## src/rtl/mips_ctrl_pkg.sv

```systemverilog
// rtl/mips_ctrl_pkg.sv - shared encodings for the multi-cycle MIPS control FSM
package mips_ctrl_pkg;

  typedef enum logic [3:0] {
    FETCH   = 4'd0,
    DECODE  = 4'd1,
    MEMADR  = 4'd2,
    MEMRD   = 4'd3,
    MEMWB   = 4'd4,
    MEMWR   = 4'd5,
    EXECUTE = 4'd6,
    ALUWB   = 4'd7,
    BRANCH  = 4'd8,
    ADDIEX  = 4'd9,
    ADDIWB  = 4'd10,
    JUMP    = 4'd11
  } state_t;

  localparam logic [5:0] OP_RTYPE = 6'b000000;
  localparam logic [5:0] OP_LW    = 6'b100011;
  localparam logic [5:0] OP_SW    = 6'b101011;
  localparam logic [5:0] OP_BEQ   = 6'b000100;
  localparam logic [5:0] OP_ADDI  = 6'b001000;
  localparam logic [5:0] OP_J     = 6'b000010;

  localparam logic [5:0] FN_ADD = 6'b100000;
  localparam logic [5:0] FN_SUB = 6'b100010;
  localparam logic [5:0] FN_AND = 6'b100100;
  localparam logic [5:0] FN_OR  = 6'b100101;
  localparam logic [5:0] FN_SLT = 6'b101010;
  localparam logic [5:0] FN_SRL = 6'b000010;
  localparam logic [5:0] FN_SRA = 6'b000011;

  localparam logic [3:0] ALU_AND  = 4'b0000;
  localparam logic [3:0] ALU_OR   = 4'b0001;
  localparam logic [3:0] ALU_ADD  = 4'b0010;
  localparam logic [3:0] ALU_ZERO = 4'b0011;
  localparam logic [3:0] ALU_SUB  = 4'b0110;
  localparam logic [3:0] ALU_SLT  = 4'b0111;
  localparam logic [3:0] ALU_SRL  = 4'b1000;
  localparam logic [3:0] ALU_SRA  = 4'b1001;

  localparam logic [1:0] SRCB_B      = 2'b00;
  localparam logic [1:0] SRCB_FOUR   = 2'b01;
  localparam logic [1:0] SRCB_IMM    = 2'b10;
  localparam logic [1:0] SRCB_IMM_SH = 2'b11;

  localparam logic [1:0] PCSRC_ALU    = 2'b00;
  localparam logic [1:0] PCSRC_ALUOUT = 2'b01;
  localparam logic [1:0] PCSRC_JUMP   = 2'b10;

endpackage

```

## src/rtl/mips_funct_dec.sv

```systemverilog
// rtl/mips_funct_dec.sv - R-type funct field to ALU function code
module mips_funct_dec
  import mips_ctrl_pkg::*;
(
  input  logic [5:0] i_funct,
  output logic [3:0] o_alu_f,
  output logic       o_illegal
);

  always_comb begin
    o_alu_f   = ALU_ZERO;
    o_illegal = 1'b0;
    case (i_funct)
      FN_ADD:  o_alu_f = ALU_ADD;
      FN_SUB:  o_alu_f = ALU_SUB;
      FN_AND:  o_alu_f = ALU_AND;
      FN_OR:   o_alu_f = ALU_OR;
      FN_SLT:  o_alu_f = ALU_SLT;
      FN_SRL:  o_alu_f = ALU_SRL;
      FN_SRA:  o_alu_f = ALU_SRA;
      default: o_illegal = 1'b1;
    endcase
  end

endmodule

```

## src/rtl/mips_mc_controller.sv

```systemverilog
// rtl/mips_mc_controller.sv - multi-cycle MIPS control FSM driving datapath selects and strobes
module mips_mc_controller
  import mips_ctrl_pkg::*;
#(
  parameter int MEM_LAT = 1
) (
  input  logic       clk,
  input  logic       reset_n,
  input  logic [5:0] op,
  input  logic [5:0] funct,
  input  logic       zero,
  output logic       pc_en,
  output logic       iord,
  output logic       mem_write,
  output logic       ir_write,
  output logic       reg_dst,
  output logic       mem_to_reg,
  output logic       reg_write,
  output logic       alu_src_a,
  output logic [1:0] alu_src_b,
  output logic [1:0] pc_src,
  output logic [3:0] alu_f,
  output logic       illegal_op
);

  localparam logic [3:0] LAT_LAST = 4'(MEM_LAT - 1);

  state_t     r_state;
  state_t     w_next;
  logic [3:0] r_cnt;
  logic       w_cnt_done;
  logic       w_hold_state;
  logic [3:0] w_fn_alu_f;
  logic       w_fn_illegal;

  logic       w_pc_en, w_iord, w_mem_write, w_ir_write, w_reg_dst;
  logic       w_mem_to_reg, w_reg_write, w_alu_src_a, w_illegal;
  logic [1:0] w_alu_src_b, w_pc_src;
  logic [3:0] w_alu_f;

  mips_funct_dec u_funct_dec (
    .i_funct   (funct),
    .o_alu_f   (w_fn_alu_f),
    .o_illegal (w_fn_illegal)
  );

  assign w_cnt_done   = (r_cnt == LAT_LAST);
  assign w_hold_state = (r_state == FETCH) || (r_state == MEMRD);

  always_ff @(posedge clk) begin
    if (!reset_n) begin
      r_state <= FETCH;
      r_cnt   <= 4'd0;
    end else begin
      r_state <= w_next;
      if (w_hold_state && !w_cnt_done) r_cnt <= r_cnt + 4'd1;
      else                             r_cnt <= 4'd0;
    end
  end

  always_comb begin
    w_next       = r_state;
    w_pc_en      = 1'b0;
    w_iord       = 1'b0;
    w_mem_write  = 1'b0;
    w_ir_write   = 1'b0;
    w_reg_dst    = 1'b0;
    w_mem_to_reg = 1'b0;
    w_reg_write  = 1'b0;
    w_alu_src_a  = 1'b0;
    w_alu_src_b  = SRCB_B;
    w_pc_src     = PCSRC_ALU;
    w_alu_f      = ALU_ADD;
    w_illegal    = 1'b0;
    case (r_state)
      FETCH: begin
        w_alu_src_b = SRCB_FOUR;
        w_ir_write  = w_cnt_done;
        w_pc_en     = w_cnt_done;
        if (w_cnt_done) w_next = DECODE;
      end
      DECODE: begin
        w_alu_src_b = SRCB_IMM_SH;
        case (op)
          OP_LW, OP_SW: w_next = MEMADR;
          OP_RTYPE:     w_next = EXECUTE;
          OP_BEQ:       w_next = BRANCH;
          OP_ADDI:      w_next = ADDIEX;
          OP_J:         w_next = JUMP;
          default: begin
            w_next    = FETCH;
            w_illegal = 1'b1;
          end
        endcase
      end
      MEMADR: begin
        w_alu_src_a = 1'b1;
        w_alu_src_b = SRCB_IMM;
        w_next      = (op == OP_LW) ? MEMRD : MEMWR;
      end
      MEMRD: begin
        w_iord = 1'b1;
        if (w_cnt_done) w_next = MEMWB;
      end
      MEMWB: begin
        w_mem_to_reg = 1'b1;
        w_reg_write  = 1'b1;
        w_next       = FETCH;
      end
      MEMWR: begin
        w_iord      = 1'b1;
        w_mem_write = 1'b1;
        w_next      = FETCH;
      end
      EXECUTE: begin
        // An unknown funct aborts straight to FETCH so no register write happens.
        w_alu_src_a = 1'b1;
        w_alu_f     = w_fn_alu_f;
        w_illegal   = w_fn_illegal;
        w_next      = w_fn_illegal ? FETCH : ALUWB;
      end
      ALUWB: begin
        w_reg_dst   = 1'b1;
        w_reg_write = 1'b1;
        w_next      = FETCH;
      end
      BRANCH: begin
        w_alu_src_a = 1'b1;
        w_alu_f     = ALU_SUB;
        w_pc_src    = PCSRC_ALUOUT;
        w_pc_en     = zero;
        w_next      = FETCH;
      end
      ADDIEX: begin
        w_alu_src_a = 1'b1;
        w_alu_src_b = SRCB_IMM;
        w_next      = ADDIWB;
      end
      ADDIWB: begin
        w_reg_write = 1'b1;
        w_next      = FETCH;
      end
      JUMP: begin
        w_pc_src = PCSRC_JUMP;
        w_pc_en  = 1'b1;
        w_next   = FETCH;
      end
      default: w_next = FETCH;
    endcase
  end

  // While reset is low the state register may still hold an aborted instruction; mask it.
  always_comb begin
    pc_en      = reset_n & w_pc_en;
    iord       = reset_n & w_iord;
    mem_write  = reset_n & w_mem_write;
    ir_write   = reset_n & w_ir_write;
    reg_dst    = reset_n & w_reg_dst;
    mem_to_reg = reset_n & w_mem_to_reg;
    reg_write  = reset_n & w_reg_write;
    alu_src_a  = reset_n & w_alu_src_a;
    alu_src_b  = reset_n ? w_alu_src_b : SRCB_B;
    pc_src     = reset_n ? w_pc_src : PCSRC_ALU;
    alu_f      = reset_n ? w_alu_f : ALU_ADD;
    illegal_op = reset_n & w_illegal;
  end

endmodule
```

## config.mk

```make
export PLATFORM = sky130hd
export DESIGN_NAME = mips_mc_controller
export DESIGN_NICKNAME = d
export VERILOG_FILES = /design/src/rtl/mips_ctrl_pkg.sv /design/src/rtl/mips_funct_dec.sv /design/src/rtl/mips_mc_controller.sv
export SDC_FILE = /design/constraint.sdc
export NUM_CORES = 1
export LEC_CHECK = 0
export CAP_MARGIN = 20
export CORE_AREA = 8 8 56 58
export DETAILED_ROUTE_END_ITERATION = 10
export DIE_AREA = 0 0 64 66
export MAX_ROUTING_LAYER = met4
export PLACE_DENSITY = 0.73
export SYNTH_ARGS = -nofsm -noshare
export SYNTH_HDL_FRONTEND = slang
export SYNTH_SLANG_ARGS = --single-unit
```

## constraint.sdc

```tcl
create_clock -name clk -period 1.5 [get_ports clk]
set_input_delay 0.3 -clock clk [delete_from_list [all_inputs] [get_ports clk]]
set_output_delay 0.3 -clock clk [all_outputs]
set_load 0.005 [all_outputs]
```

# Word level (Yosys, flattened, before mapping)
# Cells that the tools add are included.
[totals]
latchBits = 0
out_inout_bits = 17
mem_count = 0
romBits = 0
mem_bits_rw = 0
ff_bits = 8
in_bits = 15
[classes]
multipliers = 0
div_mod_pow = 0
eq_ne = 25
n_reduce_logical = 15
mux = 24
addsub = 1
shift = 0
bitwise = 9
order_cmp = 0
[op_table]
columns = ["op", "count"]
rows = [
  ["== test 6 bit, second input constant", 7],
  ["case mux 4 bit (7 select lines)", 1],
  ["case mux 4 bit (6 select lines)", 1],
  ["case mux 4 bit (5 select lines)", 1],
  ["== test 6 x 2 -> 1 bit, second input constant", 3],
  ["== test 4 x 3 -> 1 bit, second input constant", 4],
  ["== test 4 bit, second input constant", 4],
  ["2-to-1 mux 4 bit", 3],
  ["AND 1 bit", 9],
  ["2-to-1 mux 1 bit", 9],
  ["== test 4 x 2 -> 1 bit, second input constant", 2],
  ["zero test 4 bit", 2],
  ["case mux 4 bit (2 select lines)", 1],
  ["OR reduction 7 bit", 1],
  ["== test 6 x 3 -> 1 bit, second input constant", 1],
  ["== test 6 x 4 -> 1 bit, second input constant", 1],
  ["zero test 6 bit", 1],
  ["2-to-1 mux 3 bit", 2],
  ["case mux 2 bit (3 select lines)", 1],
  ["OR reduction 2 bit", 3],
  ["OR reduction 6 bit", 1],
  ["adder 4 x 1 -> 4 bit, second input constant", 1],
  ["== test 4 x 1 -> 1 bit, second input constant", 1],
  ["2-to-1 mux 2 bit", 2],
  ["10 further kinds", 12],
]

# Depth between registers and ports, before layout
# Gate-level depths: netlist of the first run.
[logic_depth]
depth_word = 5
depth_mapped = 6
mapped_depth_nobuf = 6

# Cells and area by module
# From an unflattened synthesis of the first run, not the netlist that was laid out.
[hier_totals]
hier_cells = 118
area_unflattened_um2 = 819.5
[by_module_without_submodules]
columns = ["mod", "area_each_um2", "n_inst", "cells_each"]
rows = [
  ["mips_mc_controller", 721.9, 1, 100],
  ["mips_funct_dec", 97.6, 1, 18],
]

# Worst setup path after synthesis of the first run
# No wires, ideal clock.
[synth_path]
kind = "register to register"
startpoint = "reg r_cnt[0]"
endpoint = "reg r_state[0]"
slack_ps = -26
stages_incl_launch_ff = 7
arrival_time_ps = 1406
synth_period_minus_slack_ps = 1526
cell_sequence = "dfxtp_1 inv_1 ha_1 nor3b_1 a311o_1 and3_1 a211o_1"
[synth_via]
elab_chain_len = 3
word_cells_on_any_way = 4
[synth_rtl]
columns = ["element", "line_no", "rtl"]
rows = [
  ["start: declaration", "mips_mc_controller.sv:30", "logic [3:0] r_cnt;"],
  ["start signal: assignment", "mips_mc_controller.sv:56", "if (w_hold_state && !w_cnt_done) r_cnt <= r_cnt + 4'd1;"],
  ["zero test 4 bit (*)", "mips_mc_controller.sv:47", "assign w_cnt_done = (r_cnt == LAT_LAST);"],
  ["!= test 2 bit (no line)", "n/a", ""],
  ["AND reduction 2 bit (no line) (*)", "n/a", ""],
  ["end signal: assignment", "mips_mc_controller.sv:55", "r_state <= w_next;"],
  ["end: declaration", "mips_mc_controller.sv:28", "state_t r_state;"],
]
# Mark *: on every way between the ends. The rest lies on a longest branch, timed or not.
# A chain may end at the register's enable or synchronous reset.

# Final worst setup path of the first run
[layout_path]
startpoint = "in op[2]"
endpoint = "out illegal_op"
[layout_via]
elab_chain_len = 5
word_cells_on_any_way = 10
[layout_rtl]
columns = ["element", "line_no", "rtl"]
rows = [
  ["start: declaration", "mips_mc_controller.sv:9", "input logic [5:0] op,"],
  ["== test 6 bit (tied with other cells)", "mips_mc_controller.sv:84", "case (op)"],
  ["OR reduction 6 bit (no line) (*)", "n/a", ""],
  ["2-to-1 mux 1 bit (*)", "mips_mc_controller.sv:84", ""],
  ["case mux 1 bit (2 select lines) (*)", "mips_mc_controller.sv:75", "case (r_state)"],
  ["AND 1 bit (*)", "mips_mc_controller.sv:165", "illegal_op = reset_n & w_illegal;"],
  ["end: declaration", "mips_mc_controller.sv:23", "output logic illegal_op"],
]
# Marks and branches as above.

==> impl_results.md, run 1 <==
- I/O Buffers: 31
- Final WL: 4040 um
- Sequential power share: 27.8%
- R2R Setup Slk: -210 ps
- Row cnt: 18
- Mux share of post-synthesis cell area: 0%
- Starting density of the core: 36.6%
- Detailed Routing Iterations Pass 1: 4
- Crit path launch: op[2]
- # DRC: 0
- Simple-gate portion of the synthesized area: 40.8%
- Crit path kind: in2out
- Fin. Hold Viols: 0
- Vias per inst: between 5 and 6
- Clock share of power: 18.7%
- Max Fclk: 556 MHz
- Vias: 1244
- Post-CTS Hold Buffers: 0
- GR Util All Layers: between 10% and 20%
- Post-synthesis xor/xnor area fraction: about 4.1%
- Sw power: 0.000297 W
- Routed WL per cell: 17.7 um
- Clock tree buffer depth: 2
- Worst endpoint required time: 1200 ps
- Internal Power: 0.000572 W
- Buf+Inv Stages, Crit Path: 2
- Violated checks: setup timing
- Clk slew on worst S/H paths: 50 ps
- Total gr overflow: 0
- Largest net degree at the start of global routing: 11
- Clock Sinks: 8
- Final Cycle Share: 120%
- Filler cells: roughly 140
- Post-layout min period: 1800 ps
- Antenna-violating nets left: 0
- CTS Root Cell: clkbuf_4
- Synth warn: 0
- Path depth of the worst reg2reg path: 7
- Worst hold start: r_cnt[0]
- WL met3: 165 um
- Share of layout cells above drive strength 1: 65.3%
- CTS HTree Levels: 1
- Startpoint class of the critical path: primary input
- Max Slew Vio Count: 0
- DR WL met2: 2110 um
- Final Core Density: 80.8%
- Die width: about 64 um
- I/O Pins: 32
- Global-route wire length before repair: slightly below 6000 um
- Post-route setup slack: -297 ps
- Synth Area in Adders: 4.27%
- Reg-to-Reg End: r_state[0]
- Crit path max-delay cell type: o32a_1
- P&R area growth vs syn: 121%
- WHS Endpoint: r_cnt[0]
- CP arrival: 1500 ps
- Nets: 218
- Synth Area in Compound Gates: 25.0%
- Fin cells: 229
- Dpl cells: 203
- Initial DRC Count: 64
- Hold/Removal Path Class: reg2reg
- Max VDD drop: 436 uV
- WHS Path Cells: 2
- Ys flop type: dfxtp_1
- Mapped Cells: 110
- Final setup fails: 18
- Worst-margin pin slew: 547 ps
- TritonCTS clock tree: built
- Initial antenna violation count: 0
- Pwr Density: 463 mW/mm^2
- Worst Setup End Kind: output pin
- Yosys reg bits: 8
- Gate power share: a little over half
- Critical path, cell by cell: buf_6, maj3_2, o32a_1, o211ai_1, o41ai_2, buf_2
- Syn avg cell area: between 7 and 8 um^2
- CP Max Fanout: 2
- ANT cells: 0
- Max Used Layer: met4
- Status: finished, violations left
- RSZ-0062 raised after global routing: true
- CP peak stage delay: between 300 and 400 ps
- R2r startpoint: r_state[2]
- M1 wire length: 1690 um
- Post-synthesis sequential area ratio: 18.9%
- Chip Height: around 66 um
- Post-Syn Area: 850 um^2
- Gp weighted congestion: 0.865
- Fin Setup TNS: -2710 ps
- Total power: 0.000868 W
- Slew HR: between 60% and 70%
- Cell Area, Placed: 0.00144 mm^2
- Cell leakage power: 0.846 nW
- Switching share of power: 34.2%
- DIE AREA: ~0.0042 mm^2
- Core Region: 0.00232 mm^2
- Largest family of logic cells by synthesized area: simple AND/OR/NAND/NOR gates
- Netlist cell types: 47
- Final HPWL DP: 2350 um
- Crit path max-delay family: compound AO/OA/AOI/OAI gates
- Number of synthesized flops with an enable pin: 0
- Cell area after layout: 0.00187 mm^2
- Number of global-route vias before repair: 1254
- Clk_skew: roughly 4.3 ps
- Clock Latency Late Sink: 250 ps
- Syn_nets: between 100 and 150
- TritonCTS Buffers: 3
- Max_cap viols: 0
- Async S/R FF share, synth: 0%
-- metal layers --
| metal | vias up | global-route usage [%] |
|---|---|---|
| met4 | 0 | 7.80 |
| li1 | 590 | - |
| met5 | - | - |
| met1 | 605 | 17.9 |
| met3 | 11 | 2.20 |
| met2 | 38 | 32.7 |
-- worst reg2reg max path, stage by stage, from the launching register on --
cell and delay (ps):
dfxtp_4 370, buf_6 110, buf_8 130, buf_6 120, nor2_2 40, a311o_1 390, and3_1 170, a211o_1 260
-- cell families (layout without fill, tap and decap cells) --
kind of cell    Yosys count  in the layout
buf+inv                  11            100
compound gates           26             26
flops                     8              8
simple gates             58             58
fa+ha+maj                 3              3
xor+xnor                  4              4
-- power by group through the flow --
| stage | clock (W) | sequential (W) | combinational, W |
|---|---|---|---|
| 4_1_cts | 0.000175 | 0.000241 | 0.000386 |
| 2_1_floorplan | 0 | 0.000234 | 0.000140 |
| 6_report | 0.000162 | 0.000241 | 0.000465 |
| 3_3_place_gp | 0 | 0.000241 | 0.000312 |
| 3_5_place_dp | 0 | 0.000241 | 0.000322 |
| 5_1_grt | 0.000182 | 0.000242 | 0.000488 |
-- metrics by stage --
stage | worst slack (ps) | hold slack, ps
after floorplan | 4.02 | 407
after global placement | -868 | 487
after detailed placement | -873 | 493
after CTS | -281 | 503
after global routing | -337 | 544
final | -297 | 514
-- repair_timing --
action                                 4_1_cts  5_1_grt
pin swaps                                   18        9
gates resized for setup                    147       28
endpoints found under the hold margin        0        0
gates cloned                                 1        0
setup endpoints to repair                   21       19
buffers inserted                            13       11
-- cells in the mapped netlist (2+ instances only) --
master | number | area share [%]
nand2_1 | 6 | 2.7
nor4_1 | 2 | 1.5
inv_1 | 5 | 2.2
buf_4 | 2 | 1.8
nor4bb_1 | 2 | 2.4
a21boi_1 | 2 | 1.8
a211o_1 | 4 | 4.1
a32oi_1 | 2 | 2.1
dfxtp_1 | 8 | 19
nor2_1 | 17 | 7.5
buf_2 | 2 | 1.2
xnor2_1 | 3 | 3.1
a21oi_1 | 4 | 2.4
nand2b_1 | 5 | 3.7
nor2b_1 | 6 | 4.4
ha_1 | 2 | 2.9
nor3_1 | 4 | 2.4
and3_1 | 2 | 1.5
nand3_1 | 4 | 2.4
-- cell usage in the layout, fill, tap and decap left out, types with 2 or more instances in the layout --
master           netlist  routed
a211o_1                4       4
a21boi_1               2       2
a21oi_2                0       3
a32oi_1                2       2
and3_1                 2       2
buf_2                  2      15
buf_4                  2      42
buf_6                  1      21
buf_8                  0       2
clkbuf_4               0       3
clkdlybuf4s15_1        0       2
clkdlybuf4s50_1        0       2
dfxtp_1                8       3
dfxtp_4                0       4
dlygate4sd2_1          0       6
inv_1                  5       4
nand2_1                6       4
nand2_2                0       2
nand2b_4               0       4
nand3_1                4       3
nor2_1                17      11
nor2_2                 1       4
nor2_4                 0       3
nor2b_4                0       4
nor3_1                 4       2
nor3_4                 1       3
nor4bb_4               0       2
o41ai_2                1       2
xnor2_1                3       2
-- state kept, by name, indices dropped and copies added, names as in the netlist --
name	flops
r_cnt	4
r_state	4
-- how the worst max path moves through the flow --
stage | end | slack [ps] | depth (start not counted)
after floorplan | r_state[0] | 4 | 6
after global placement | illegal_op | -870 | 6
after detailed placement | pc_en | -870 | 7
after CTS | illegal_op | -280 | 6
after global routing | pc_en | -340 | 7
final | illegal_op | -300 | 6
-- layout make-up --
| type | instances | area, um^2 | share of cell area (%) |
|---|---|---|---|
| inverters | 6 | 25.0 | 1.34 |
| flip-flops and latches | 8 | 176 | 9.41 |
| repair buffers | 91 | 761 | 40.6 |
| clock buffers | 3 | 22.5 | 1.20 |
| multi-input cells | 91 | 852 | 45.5 |
| well taps | 30 | 37.5 | 2.00 |
Note: power is estimated with default switching activity, not from simulation.
==> inputs of run 2 (changes only) <==
Settings changed: GPL_TIMING_DRIVEN from default to 1, MAX_ROUTING_LAYER met4 to default.
==> impl_results.md, run 2 (synthesized netlist as in run 1, its figures left out) <==
- Status: finished, violations left (unchanged)
- Violated checks: setup timing (unchanged)
- Post-layout min period: 1800 ps (about the same)
- Number of global-route vias before repair: 1255 (was 1254)
- Routed WL per cell: 17.6 um (was 17.7 um)
- Initial DRC Count: 71 (was 64)
- WHS Path Cells: 2 (unchanged)
- Fin Setup TNS: -2730 ps (was -2710 ps)
- CTS HTree Levels: 1 (unchanged)
- Total gr overflow: 0 (unchanged)
- P&R area growth vs syn: 121% (unchanged)
- Clock Latency Late Sink: 250 ps (about the same)
- Initial antenna violation count: 0 (unchanged)
- Max Fclk: 556 MHz (about the same)
- Chip Height: 66 um (unchanged)
- Largest net degree at the start of global routing: 11 (unchanged)
- Global-route wire length before repair: 5820 um (was 5840 um)
- Share of layout cells above drive strength 1: 65.3% (unchanged)
- Core Region: 0.00232 mm^2 (unchanged)
- TritonCTS clock tree: built (unchanged)
- I/O Buffers: 31 (unchanged)
- Die width: 64 um (unchanged)
- Largest regs: r_cnt (4), r_state (4) (unchanged)
- Crit path to: illegal_op (unchanged)
- ANT cells: 0 (unchanged)
- Most frequent cells in the layout: 42 x buf_4, 21 x buf_6, 15 x buf_2 (unchanged)
- Clk_skew: 4.59 ps (was 4.35 ps)
- Max VDD drop: 435 uV (was 436 uV)
- Nets: 218 (unchanged)
- Worst Setup End Kind: output pin (unchanged)
- Detailed Routing Iterations Pass 1: 4 (unchanged)
- Slew HR: 61.9% (was 63.2%)
- Antenna-violating nets left: 0 (unchanged)
- Worst-margin pin slew: 567 ps (was 547 ps)
- Gp weighted congestion: 0.852 (was 0.865)
- TritonCTS Buffers: 3 (unchanged)
- # DRC: 0 (unchanged)
- Final HPWL DP: 2350 um (unchanged)
- Crit path max-delay cell type: o32a_1 (unchanged)
- Crit path kind: in2out (unchanged)
- GR Util All Layers: 17.0% (was 17.5%)
- CP peak stage delay: 340 ps (about the same)
- R2R Setup Slk: -210 ps (about the same)
- Hold/Removal Path Class: reg2reg (unchanged)
- Fin. Hold Viols: 0 (unchanged)
- Dpl cells: 203 (unchanged)
- Clk slew on worst S/H paths: 50 ps (about the same)
- CTS Root Cell: clkbuf_4 (unchanged)
- Pwr Density: 462 mW/mm^2 (was 463 mW/mm^2)
- R2r startpoint: r_state[2] (unchanged)
- Final WL: 4030 um (was 4040 um)
- Vias: 1258 (was 1244)
- Final Cycle Share: 120% (about the same)
- Max_cap viols: 0 (unchanged)
- CP Max Fanout: 2 (unchanged)
- Row cnt: 18 (unchanged)
- Commonest non-fill, non-tap cell in the layout: buf_4 (unchanged)
- Worst endpoint required time: 1200 ps (about the same)
- Path depth of the worst reg2reg path: 7 (unchanged)
- Max Slew Vio Count: 0 (unchanged)
- Worst hold slack: 514 ps (about the same)
- Reg-to-Reg End: r_state[0] (unchanged)
- Starting density of the core: 36.6% (unchanged)
- Post-route setup slack: -297 ps (about the same)
- Critical path, cell by cell: buf_6, maj3_2, o32a_1, o211ai_1, o41ai_2, buf_2 (unchanged)
- Clock Sinks: 8 (unchanged)
- Cell leakage power: 0.846 nW (unchanged)
- Fin cells: 229 (unchanged)
- I/O Pins: 32 (unchanged)
- CP arrival: 1500 ps (about the same)
- Crit path launch: op[2] (unchanged)
- Final setup fails: 18 (unchanged)
- RSZ-0062 raised after global routing: true (unchanged)
- Clock tree buffer depth: 2 (unchanged)
- DIE AREA: 0.00422 mm^2 (unchanged)
- Vias per inst: 5.49 (was 5.43)
- Filler cells: 137 (unchanged)
- Startpoint class of the critical path: primary input (unchanged)
[run 2: power breakdown]
group / internal, W / switching [W] / total [W]
Sequential: 0.000220 / 0.0000210 / 0.000241
Clock: 0.0000914 / 0.0000711 / 0.000163
Combinational: 0.000260 / 0.000203 / 0.000463
Total: 0.000571 / 0.000295 / 0.000867
[run 2: cell type report]
cell class / count / area (um^2) / share of cell area, %
clock buffer: 3 / 22.5 / 1.20
inverter: 6 / 25.0 / 1.34
multi-input combinational: 91 / 852 / 45.5
sequential: 8 / 176 / 9.41
tap: 30 / 37.5 / 2.00
timing repair buffer: 91 / 761 / 40.6
[run 2: worst min path at each step]
| stage | from | slack [ps] | endpoint |
|---|---|---|---|
| 2_1_floorplan | r_cnt[0] | 410 | r_cnt[0] |
| 3_3_place_gp | r_cnt[0] | 490 | r_cnt[0] |
| 3_5_place_dp | r_cnt[0] | 490 | r_cnt[0] |
| 4_1_cts | r_cnt[0] | 500 | r_cnt[0] |
| 5_1_grt | r_cnt[0] | 540 | r_cnt[0] |
| 6_report | r_cnt[0] | 510 | r_cnt[0] |
[run 2: timing repair]
action / CTS / global route
setup endpoints to repair: 21 / 19
gates cloned: 1 / 0
pin swaps: 18 / 9
setup buffers: 13 / 11
gates resized for setup: 147 / 28
hold buffers: 0 / 0
[run 2: routing by layer]
| metal | GRT usage (%) | up-vias | wire length (um) |
|---|---|---|---|
| met2 | 32.7 | 42 | 2130 |
| met4 | 7.80 | 0 | 79 |
| met1 | 17.6 | 613 | 1620 |
| li1 | - | 593 | - |
| met5 | 0 | - | 0 |
| met3 | 2.37 | 10 | 203 |
[run 2: worst max-delay path: cells and delay by family]
family | cells | cell delay (ps)
compound gates | 3 | 650
buf+inv | 2 | 230
fa+ha+maj | 1 | 310
[run 2: stage by stage]
stage | power, W | worst slack (ps) | area [um^2] | utilization (%)
2_1_floorplan | 0.000373 | 4.02 | 851 | -
3_3_place_gp | 0.000553 | -868 | 1440 | 62.1
3_5_place_dp | 0.000563 | -873 | 1440 | 62.1
4_1_cts | 0.000802 | -281 | 1690 | 72.7
5_1_grt | 0.000913 | -337 | 1870 | 80.8
6_report | 0.000867 | -297 | 1870 | 80.8
==> inputs of run 3 (changes only) <==
Settings changed: CORE_AREA 8 8 56 58 to 8 8 55 57, DIE_AREA 0 0 64 66 to 0 0 63 65, PLACE_DENSITY 0.73 to 0.74, SLEW_MARGIN from default to 40, SYNTH_HIERARCHICAL from default to 1.
==> impl_results.md, run 3 <==
- Status: finished, violations left (unchanged)
- Violated checks: setup timing (unchanged)
- Ys flop type: dfxtp_1 (unchanged)
- I/O Buffers: 31 (unchanged)
- Core Region: 0.00215 mm^2 (was 0.00232 mm^2)
- Commonest non-fill, non-tap cell in the layout: buf_4 (unchanged)
- Mapped Cells: 118 (was 110)
- RSZ-0062 raised after global routing: true (unchanged)
- Max Fclk: 474 MHz (was 556 MHz)
- Syn avg cell area: 6.95 um^2 (was 7.72 um^2)
- Worst Setup End Kind: output pin (unchanged)
- Gp weighted congestion: 0.932 (was 0.852)
- Antenna-violating nets left: 0 (unchanged)
- Cell taking the most area after synthesis: dfxtp_1 (unchanged)
- I/O Pins: 32 (unchanged)
- Cell area after layout: 0.00206 mm^2 (was 0.00187 mm^2)
- GR Util All Layers: 21.2% (was 17.0%)
- Post-route setup slack: -610 ps (was -297 ps)
- Vias per inst: 6.84 (was 5.49)
- Number of synthesized flops with an enable pin: 0 (unchanged)
- Final WL: 7310 um (was 4030 um)
- Dpl cells: 213 (was 203)
- Total gr overflow: 0 (unchanged)
- CTS Root Cell: clkbuf_4 (unchanged)
- TritonCTS clock tree: built (unchanged)
- R2R Setup Slk: -280 ps (was -210 ps)
- Vias: 1709 (was 1258)
- Post-CTS Hold Buffers: 0 (unchanged)
- Initial DRC Count: 238 (was 71)
- Detailed Routing Iterations Pass 1: 6 (was 4)
- Clk_skew: 14.5 ps (was 4.59 ps)
- Syn_nets: 135 (was 127)
- Starting density of the core: 38.1% (was 36.6%)
- Worst-margin pin slew: 343 ps (was 567 ps)
- Row cnt: 17 (was 18)
- Largest net degree at the start of global routing: 9 (was 11)
- Yosys reg bits: 8 (unchanged)
- Largest regs: r_cnt (4), r_state (4) (unchanged)
- Netlist cell types: 40 (was 47)
- Global-route wire length before repair: 7110 um (was 5820 um)
- Fin. Hold Viols: 0 (unchanged)
- Nets: 241 (was 218)
- Pwr Density: 369 mW/mm^2 (was 462 mW/mm^2)
- Clock Latency Late Sink: 290 ps (was 250 ps)
- Final HPWL DP: 2510 um (was 2350 um)
- Top cells by count, synth: 18 x nor2_1, 8 x dfxtp_1, 8 x nand2_1 (was 17 x nor2_1, 8 x dfxtp_1, 6 x nand2_1, 6 x nor2b_1)
- Final Cycle Share: 141% (was 120%)
- Share of layout cells above drive strength 1: 72.1% (was 65.3%)
- Max Slew Vio Count: 0 (unchanged)
- Chip Height: 65 um (was 66 um)
- Routed WL per cell: 29.2 um (was 17.6 um)
- Slew HR: 76.9% (was 61.9%)
- Cell Area, Placed: 0.00145 mm^2 (was 0.00144 mm^2)
- # DRC: 0 (unchanged)
- Async S/R FF share, synth: 0% (unchanged)
- Clock Sinks: 8 (unchanged)
- Number of global-route vias before repair: 1465 (was 1255)
- TritonCTS Buffers: 3 (unchanged)
- Largest cells by area after synthesis: dfxtp_1 20%, nor2_1 8.2%, a21oi_1 4.3% (was dfxtp_1 19%, nor2_1 7.5%, nor2b_1 4.4%)
- Die width: 63 um (was 64 um)
- Filler cells: 50 (was 137)
- CTS HTree Levels: 1 (unchanged)
- Clk slew on worst S/H paths: 70 ps (was 50 ps)
- Fin cells: 250 (was 229)
- P&R area growth vs syn: 151% (was 121%)
- Crit path kind: reg2out (was in2out)
- Max_cap viols: 0 (unchanged)
- CP Max Fanout: 2 (unchanged)
- Post-Syn Area: 820 um^2 (was 850 um^2)
- Initial antenna violation count: 0 (unchanged)
- Worst endpoint required time: 1200 ps (about the same)
- DIE AREA: 0.00410 mm^2 (was 0.00422 mm^2)
- Clock tree buffer depth: 2 (unchanged)
- Cell leakage power: 0.936 nW (was 0.846 nW)
- Post-layout min period: 2110 ps (was 1800 ps)
- CP arrival: 1810 ps (was 1500 ps)
- Top-count cell post-synth: nor2_1 (unchanged)
- Hold/Removal Path Class: in2reg (was reg2reg)
- Startpoint class of the critical path: flop (was primary input)
- Final setup fails: 25 (was 18)
- Synth top area share: 19.5% (was 18.9%)
- ANT cells: 0 (unchanged)
- Post-synthesis sequential area ratio: 19.5% (was 18.9%)
- Max VDD drop: 459 uV (was 435 uV)
- Synth warn: 6 (was 0)
- Most frequent cells in the layout: 50 x buf_4, 29 x buf_6, 15 x buf_2 (was 42 x buf_4, 21 x buf_6, 15 x buf_2)
## run 3: cell types whose count changed in the layout (fill, tap and decap cells not counted), moves of 4 or more
cell	change
buf_4	+8
buf_6	+8
o21ai_0	+4
o21ai_1	+4
## run 3: final cells by class
class / count / area (um^2) / area share [%]
Inverter: 7 / 35.0 / 1.70
Tap cell: 28 / 35.0 / 1.70
Sequential cell: 8 / 171 / 8.33
Clock buffer: 3 / 22.5 / 1.09
Multi-Input combinational cell: 100 / 916 / 44.5
Timing Repair Buffer: 104 / 878 / 42.7
## run 3: cell families (layout without fill, tap and decap cells)
group	count (synthesis)	count (layout)	share of synthesized area [%]
buffers and inverters	10	114	5.04
adders and majority gates	2	2	3.05
xor gates and xnor gates	5	5	5.34
DFF	8	8	19.5
AOI/OAI and AO/OA	29	29	22.9
and+or+nand+nor	64	64	44.1
## run 3: layer usage
layer,track usage [%],share of wire (%),vias up
li1,-,-,633
met1,22.9,34,789
met2,38.2,44,202
met3,4.64,12,85
met4,11.1,9.3,0
met5,0,0,-
## run 3: timing repair
action	in CTS	in global routing
pin swaps	23	19
gates cloned	0	0
setup buffers	26	13
setup endpoints to repair	25	24
resized for setup	166	41
## run 3: critical path, stage by stage, from the launching register on
cell,delay (ps)
dfxtp_2,340
inv_2,80
ha_4,130
or3b_4,410
nor4_4,280
a211o_1,170
buf_2,130
## run 3: worst paths after layout
kind	from	endpoint	cells after the start
setup reg to reg	r_state[0]	r_state[1]	7
hold / removal	reset_n	r_state[3]	5
setup / recovery	r_cnt[0]	pc_en	6
hold reg to reg	r_cnt[2]	r_cnt[2]	3
## run 3: per-stage QoR
step	utilization (%)	setup TNS (ps)	hold WS [ps]	setup slack (ps)	power [W]
final	95.8	-6750	581	-610	0.000760
after CTS	85.1	-2370	519	-437	0.000656
after global placement	67.6	-14750	503	-885	0.000427
after floorplan	-	0	416	15.7	0.000298
after detailed placement	67.6	-15490	529	-911	0.000436
after global routing	95.8	-7300	554	-635	0.000772
## run 3: report_power, final
part           total [W]  switching [W]  internal [W]
Clock           0.000202       0.000108     0.0000934
Combinational   0.000340       0.000176      0.000164
Sequential      0.000218     0.00000559      0.000213
Total           0.000760       0.000290      0.000470
